===== config.mk =====
export PLATFORM = sky130hd
export DESIGN_NAME = hazard_ctrl_flat
export DESIGN_NICKNAME = d
export VERILOG_FILES = /design/src/rtl/hazard_ctrl_pkg.sv /design/src/rtl/hazard_ctrl_if.sv /design/src/rtl/hazard_ctrl_md_sequencer.sv /design/src/rtl/hazard_ctrl.sv /design/src/flat_wrapper.sv
export SDC_FILE = /design/constraint.sdc
export NUM_CORES = 1
export LEC_CHECK = 0
export BUFFER_PORTS_ARGS = -buffer_cell sky130_fd_sc_hd__buf_2
export CORE_AREA = 2 2 39 41
export CTS_BUF_LIST = sky130_fd_sc_hd__clkbuf_2
export DETAILED_ROUTE_END_ITERATION = 10
export DIE_AREA = 0 0 41 43
export MAX_ROUTING_LAYER = met4
export PLACE_DENSITY_LB_ADDON = 0.3
export SETUP_SLACK_MARGIN = 0.4
export SLEW_MARGIN = 15
export SYNTH_ARGS = -nofsm -noshare
export SYNTH_HDL_FRONTEND = slang
export SYNTH_HIERARCHICAL = 1
export SYNTH_SLANG_ARGS = --single-unit

===== constraint.sdc =====
create_clock -name clk -period 2 [get_ports clk]
set_input_delay 0.1 -clock clk [delete_from_list [all_inputs] [get_ports clk]]
set_output_delay 0.1 -clock clk [all_outputs]
set_load 0.03 [all_outputs]

===== src/rtl/hazard_ctrl_pkg.sv =====
// hazard_pkg: shared opcodes, register constants, mul/div sequencer
// state type and the load-use match helper for the hazard controller.
package hazard_pkg;

  localparam logic [5:0] OP_LW    = 6'd35;
  localparam logic [4:0] REG_ZERO = 5'd0;

  typedef enum logic [1:0] {
    IDLE = 2'd0,
    BUSY = 2'd1,
    DONE = 2'd2
  } md_state_t;

  // A load in EX whose destination feeds a source of the ID instruction.
  // Writes to $zero never create a real dependency.
  function automatic logic is_load_use(
    input logic [5:0] opcode_ex,
    input logic [4:0] rt_ex,
    input logic [4:0] rs_id,
    input logic [4:0] rt_id,
    input logic       uses_rt_id
  );
    return (opcode_ex == OP_LW) && (rt_ex != REG_ZERO) &&
           ((rt_ex == rs_id) || (uses_rt_id && (rt_ex == rt_id)));
  endfunction

endpackage


===== src/rtl/hazard_ctrl_if.sv =====
// hazard_ctrl_if: pipeline-side bundle of hazard inputs and control outputs.
// The master modport is the pipeline/datapath side, slave is hazard_ctrl.
// Optional macro HAZARD_PERF_CNT_EN adds the stall/flush counter outputs.
interface hazard_ctrl_if
`ifdef HAZARD_PERF_CNT_EN
  #(parameter int CNT_W = 32)
`endif
  ;
  logic [5:0] opcode_ex;
  logic [4:0] rt_ex;
  logic [4:0] rs_id;
  logic [4:0] rt_id;
  logic       uses_rt_id;
  logic       branch_taken_ex;
  logic       md_start_ex;

  logic       pc_write;
  logic       if_id_write;
  logic       id_ex_bubble;
  logic       if_id_flush;
  logic       ex_hold;
  logic       md_busy;
  logic       md_done;
`ifdef HAZARD_PERF_CNT_EN
  logic [CNT_W-1:0] stall_cnt;
  logic [CNT_W-1:0] flush_cnt;
`endif

  modport master (
    output opcode_ex, rt_ex, rs_id, rt_id, uses_rt_id, branch_taken_ex, md_start_ex,
    input  pc_write, if_id_write, id_ex_bubble, if_id_flush, ex_hold, md_busy, md_done
`ifdef HAZARD_PERF_CNT_EN
    , input stall_cnt, flush_cnt
`endif
  );

  modport slave (
    input  opcode_ex, rt_ex, rs_id, rt_id, uses_rt_id, branch_taken_ex, md_start_ex,
    output pc_write, if_id_write, id_ex_bubble, if_id_flush, ex_hold, md_busy, md_done
`ifdef HAZARD_PERF_CNT_EN
    , output stall_cnt, flush_cnt
`endif
  );

endinterface


===== src/rtl/hazard_ctrl_md_sequencer.sv =====
// md_sequencer: tracks how long a multi-cycle mul/div instruction occupies
// EX. IDLE -> BUSY on start, count down MD_LATENCY-2 .. 0, then one DONE
// cycle in which the result is valid and the instruction leaves EX.
module md_sequencer
  import hazard_pkg::*;
#(
  parameter int MD_LATENCY = 8
) (
  input  logic      clk,
  input  logic      rst,
  input  logic      md_start_ex,
  output md_state_t state,
  output logic      md_busy,
  output logic      md_done
);

  localparam int            CW       = $clog2(MD_LATENCY);
  localparam logic [CW-1:0] CNT_INIT = CW'(MD_LATENCY - 2);

  if (MD_LATENCY < 2 || MD_LATENCY > 64) begin : g_bad_latency
    $error("md_sequencer: MD_LATENCY must be in 2..64");
  end

  md_state_t     state_q, state_d;
  logic [CW-1:0] md_cnt_q, md_cnt_d;

  // State and occupancy counter registers, cleared by synchronous reset.
  always_ff @(posedge clk) begin
    if (rst) begin
      state_q  <= IDLE;
      md_cnt_q <= '0;
    end else begin
      state_q  <= state_d;
      md_cnt_q <= md_cnt_d;
    end
  end

  // Next state: the DONE cycle never re-arms, because a start seen there is
  // still the finishing instruction rather than a new one.
  always_comb begin
    state_d  = state_q;
    md_cnt_d = md_cnt_q;
    case (state_q)
      IDLE: begin
        if (md_start_ex) begin
          state_d  = BUSY;
          md_cnt_d = CNT_INIT;
        end
      end
      BUSY: begin
        if (md_cnt_q == '0) begin
          state_d = DONE;
        end else begin
          md_cnt_d = md_cnt_q - CW'(1);
        end
      end
      DONE: begin
        state_d = IDLE;
      end
      default: begin
        state_d  = IDLE;
        md_cnt_d = '0;
      end
    endcase
  end

  // Occupancy flags: the start cycle itself already counts as busy.
  always_comb begin
    md_busy = (state_q == BUSY) || ((state_q == IDLE) && md_start_ex);
    md_done = (state_q == DONE);
  end

  assign state = state_q;

endmodule


===== src/rtl/hazard_ctrl.sv =====
// hazard_ctrl: central hazard controller for the 5-stage MIPS pipeline.
// Merges mul/div occupancy, taken-branch flush and load-use stall into the
// PC / IF/ID / ID/EX enables and bubble/flush controls.
// Optional macro HAZARD_PERF_CNT_EN adds saturating stall/flush counters.
module hazard_ctrl
  import hazard_pkg::*;
#(
  parameter int MD_LATENCY = 8
`ifdef HAZARD_PERF_CNT_EN
  , parameter int CNT_W = 32
`endif
) (
  input  logic         clk,
  input  logic         rst,
  hazard_ctrl_if.slave hif
);

  md_state_t md_state;
  logic      md_busy;
  logic      md_done;
  logic      md_hold;
  logic      load_use;

  logic pc_write;
  logic if_id_write;
  logic id_ex_bubble;
  logic if_id_flush;
  logic ex_hold;

  md_sequencer #(
    .MD_LATENCY (MD_LATENCY)
  ) u_md_seq (
    .clk         (clk),
    .rst         (rst),
    .md_start_ex (hif.md_start_ex),
    .state       (md_state),
    .md_busy     (md_busy),
    .md_done     (md_done)
  );

  // Priority resolution: mul/div occupancy beats branch flush beats load-use.
  always_comb begin
    md_hold      = (md_state == BUSY) || ((md_state == IDLE) && hif.md_start_ex);
    load_use     = is_load_use(hif.opcode_ex, hif.rt_ex, hif.rs_id, hif.rt_id, hif.uses_rt_id);
    pc_write     = 1'b1;
    if_id_write  = 1'b1;
    id_ex_bubble = 1'b0;
    if_id_flush  = 1'b0;
    ex_hold      = 1'b0;
    if (md_hold) begin
      pc_write    = 1'b0;
      if_id_write = 1'b0;
      ex_hold     = 1'b1;
    end else if (hif.branch_taken_ex) begin
      if_id_flush  = 1'b1;
      id_ex_bubble = 1'b1;
    end else if (load_use) begin
      pc_write     = 1'b0;
      if_id_write  = 1'b0;
      id_ex_bubble = 1'b1;
    end
  end

  assign hif.pc_write     = pc_write;
  assign hif.if_id_write  = if_id_write;
  assign hif.id_ex_bubble = id_ex_bubble;
  assign hif.if_id_flush  = if_id_flush;
  assign hif.ex_hold      = ex_hold;
  assign hif.md_busy      = md_busy;
  assign hif.md_done      = md_done;

`ifdef HAZARD_PERF_CNT_EN
  logic [CNT_W-1:0] stall_cnt_q, stall_cnt_d;
  logic [CNT_W-1:0] flush_cnt_q, flush_cnt_d;

  // Counter increments, holding at all-ones instead of wrapping.
  always_comb begin
    stall_cnt_d = stall_cnt_q;
    flush_cnt_d = flush_cnt_q;
    if (!pc_write && !(&stall_cnt_q)) begin
      stall_cnt_d = stall_cnt_q + CNT_W'(1);
    end
    if (if_id_flush && !(&flush_cnt_q)) begin
      flush_cnt_d = flush_cnt_q + CNT_W'(1);
    end
  end

  // Performance counter registers, cleared by synchronous reset.
  always_ff @(posedge clk) begin
    if (rst) begin
      stall_cnt_q <= '0;
      flush_cnt_q <= '0;
    end else begin
      stall_cnt_q <= stall_cnt_d;
      flush_cnt_q <= flush_cnt_d;
    end
  end

  assign hif.stall_cnt = stall_cnt_q;
  assign hif.flush_cnt = flush_cnt_q;
`endif

endmodule


===== src/flat_wrapper.sv =====
// flat-port wrapper written by rule: the top's interface ports become plain ports
module hazard_ctrl_flat import hazard_pkg::*;
#(
  parameter int MD_LATENCY = 8

)
  (clk, rst, hif_opcode_ex, hif_rt_ex, hif_rs_id, hif_rt_id, hif_uses_rt_id, hif_branch_taken_ex, hif_md_start_ex, hif_pc_write, hif_if_id_write, hif_id_ex_bubble, hif_if_id_flush, hif_ex_hold, hif_md_busy, hif_md_done);
  hazard_ctrl_if hif_i ();
  input  logic clk;
  input  logic rst;
  input wire logic [$bits(hif_i.opcode_ex)-1:0] hif_opcode_ex;
  input wire logic [$bits(hif_i.rt_ex)-1:0] hif_rt_ex;
  input wire logic [$bits(hif_i.rs_id)-1:0] hif_rs_id;
  input wire logic [$bits(hif_i.rt_id)-1:0] hif_rt_id;
  input wire logic [$bits(hif_i.uses_rt_id)-1:0] hif_uses_rt_id;
  input wire logic [$bits(hif_i.branch_taken_ex)-1:0] hif_branch_taken_ex;
  input wire logic [$bits(hif_i.md_start_ex)-1:0] hif_md_start_ex;
  output wire logic [$bits(hif_i.pc_write)-1:0] hif_pc_write;
  output wire logic [$bits(hif_i.if_id_write)-1:0] hif_if_id_write;
  output wire logic [$bits(hif_i.id_ex_bubble)-1:0] hif_id_ex_bubble;
  output wire logic [$bits(hif_i.if_id_flush)-1:0] hif_if_id_flush;
  output wire logic [$bits(hif_i.ex_hold)-1:0] hif_ex_hold;
  output wire logic [$bits(hif_i.md_busy)-1:0] hif_md_busy;
  output wire logic [$bits(hif_i.md_done)-1:0] hif_md_done;
  assign hif_i.opcode_ex = hif_opcode_ex;
  assign hif_i.rt_ex = hif_rt_ex;
  assign hif_i.rs_id = hif_rs_id;
  assign hif_i.rt_id = hif_rt_id;
  assign hif_i.uses_rt_id = hif_uses_rt_id;
  assign hif_i.branch_taken_ex = hif_branch_taken_ex;
  assign hif_i.md_start_ex = hif_md_start_ex;
  assign hif_pc_write = hif_i.pc_write;
  assign hif_if_id_write = hif_i.if_id_write;
  assign hif_id_ex_bubble = hif_i.id_ex_bubble;
  assign hif_if_id_flush = hif_i.if_id_flush;
  assign hif_ex_hold = hif_i.ex_hold;
  assign hif_md_busy = hif_i.md_busy;
  assign hif_md_done = hif_i.md_done;
  hazard_ctrl #(.MD_LATENCY(MD_LATENCY)) u_core (.clk(clk), .rst(rst), .hif(hif_i));
endmodule

==> run summary <==
initial drt markers - 2
predominant post-synthesis flop cell - dfxtp_1
status - finished, final reports clean
Post-Route WL - 1100 um
Non-Filler Instances - 108
WP data arrival - 1.67 ns
Worst Setup SP - u_core/u_md_seq/md_cnt_q[0]
Max H-tree Level - 1
first-pass GRT wire length - 1700 um
Reg-to-Reg Start - u_core/u_md_seq/md_cnt_q[0]
top post-synthesis cells by count - xor2_1 (10), inv_1 (7), dfxtp_1 (5), nor2_1 (3), nor3_1 (3)
Cells after DPL - 104
core box area - 1380 um^2
vias - 502
register area share after synthesis - 22.0%
Post-CTS Setup Bufs - 0
Worst Hold Endpoint - u_core/u_md_seq/md_cnt_q[0]
floorplan die width - 41 um
Peak VDD IR - 0.269 mV
mapped cell area - 455 um^2
number of diodes - 0
Fin Clk Skew - 0.00461 ns
Slew Viols, Final - 0
share of the synthesized area in the top cell type - 22.0%
Post-DRT Antenna Nets - 0
post-layout min period - 1.51 ns
io pins - 33
final RePlAce weighted congestion - 0.695
Worst EP required - 2.15 ns
Starting Density - 32.9%
Worst Path Max Fanout - 3
CTS Sinks - 5
global route total overflow - 0
CTS tree - done
Post-synth EDFFs - 0
total negative slack - 0 ns
Syn Nets - 86
largest cells by area after synthesis - dfxtp_1 (22%), xor2_1 (19%), inv_1 (5.8%)
worst reg-to-reg setup slack - 0.49 ns
fin area - 639 um^2
r2r endpoint - u_core/u_md_seq/md_cnt_q[2]
drt first pass iters - 2
DR DRC count - 0
Max-cap violations - 0
Slew @ Worst Pin - 0.270 ns
max frequency - 662 MHz
Final setup violation count - 0
Num CTS Buffers - 3
Yosys cell types - 27
die area - 1760 um^2
worst skew pair latency - 0.22 ns
FF+latch count, synth - 5
syn_area_per_cell - 7.85 um^2
share of cells above drive strength 1 - 44.6%
area delta synth->final - 40.4%
cell taking the most area after synthesis - dfxtp_1
post-detail-place hpwl - 909 um
PD cells - 601 nW/um^2
Routed WL per cell - 10.2 um
unrepaired setup endpoints after global routing - true
Die Y - 43 um
mean number of vias per cell - 4.65
Tcrit/Tclk final - 75.6%
Leakage - 0.333 nW
Crit. End Element - flop
top-count cell post-synth - xor2_1
clock transition at the registers of the reported paths - 0.07 ns
CP Class - flop to flop
hold depth - 2
Synth Warn # - 6
# rows - 14
Worst Setup Start Kind - flop
Net count, final - 121
vias in the first global route - 492
Tot GR Track Use - 14.3%
largest net degree at the start of global routing - 12
initial antenna violation count - 0
Hold Vio Cnt, Final - 0
Slew HR - 81.8%
Max clock buf depth - 2
Worst Hold Class - primary input to flop
hold path startpoint - rst
async set-reset flop share out of synthesis - 0%
Mapped Cells - 58
Root Driver - clkbuf_2
Post-DP Area - 617 um^2
PortBufs - 32
reg2reg path depth - 5
PostCTS Resize Cnt - 0
Post-CTS Hold Fix Bufs - 0
layout make-up:
cell class / count / area, um^2
well taps: 16 / 20.0
clock buffers: 4 / 20.0
fillers: 132 / 744
flip-flops and latches: 5 / 103
inverters: 8 / 30.0
multi-input cells: 43 / 307
repair buffers: 32 / 160
report_power, final:
part	switching, mW	internal [mW]
Clock	0.0457	0.0530
Sequential	0.00896	0.112
Combinational	0.0947	0.0703
stage by stage:
stage	hold slack, ns	worst slack, ns	power [mW]	util (%)
after global placement	0.334	0.492	0.284	44.6
final	0.0912	0.488	0.384	46.2
after global routing	0.0856	0.399	0.416	46.2
after floorplan	0.169	0.417	0.233	-
after detailed placement	0.338	0.454	0.287	44.6
after CTS	0.0847	0.433	0.390	46.0
registers in the layout, indices dropped and copies added, names as in the netlist:
name                      flops
u_core/u_md_seq/md_cnt_q      3
u_core/u_md_seq/state         2
routing by layer:
metal  vias up  routed length, um  global-route usage (%)
li1        270                  -                       -
met1       212                434                    13.6
met2        20                559                    24.7
met3         0                106                    3.14
met4         0                  0                    8.00
met5         -                  0                       -
worst max-delay path, cell delays in order (launching register included):
cell     delay [ns]
dfxtp_2        0.34
inv_1          0.04
ha_1           0.20
ha_1           0.26
or4_1          0.47
a31oi_1        0.13
kinds of logic (layout without fill, tap and decap cells):
group | after synthesis | in the layout | share of synthesized area (%)
flip-flops | 5 | 5 | 22.0
multiplexers | 1 | 1 | 2.20
XOR/XNOR | 11 | 11 | 21.2
adder cells (fa/ha/maj) | 2 | 2 | 5.49
buffers and inverters | 10 | 44 | 10.7
AND/OR/NAND/NOR | 19 | 19 | 24.2
AO/OA/AOI/OAI | 10 | 10 | 14.3
layout by cell type, fill, tap and decap left out, types with 2 or more instances in the layout:
| master | n |
|---|---|
| ha_1 | 2 |
| dfxtp_1 | 3 |
| dfxtp_2 | 2 |
| clkbuf_2 | 4 |
| inv_1 | 7 |
| xor2_1 | 10 |
| nor3_1 | 3 |
| a21oi_1 | 2 |
| or3_1 | 2 |
| nor4_1 | 2 |
| o21ai_0 | 2 |
| nor2_1 | 3 |
| or4_1 | 2 |
| a31oi_1 | 2 |
| nand2_1 | 2 |
| buf_2 | 32 |
how the worst max path moves through the flow:
stage               slack, ns                     endpoint
floorplan                0.42             hif_id_ex_bubble
finish                   0.49  u_core/u_md_seq/md_cnt_q[2]
global placement         0.49  u_core/u_md_seq/md_cnt_q[2]
global route             0.40             hif_id_ex_bubble
CTS                      0.43  u_core/u_md_seq/md_cnt_q[2]
detailed placement       0.45  u_core/u_md_seq/md_cnt_q[2]
No activity file was read; power rests on OpenSTA's default activity.
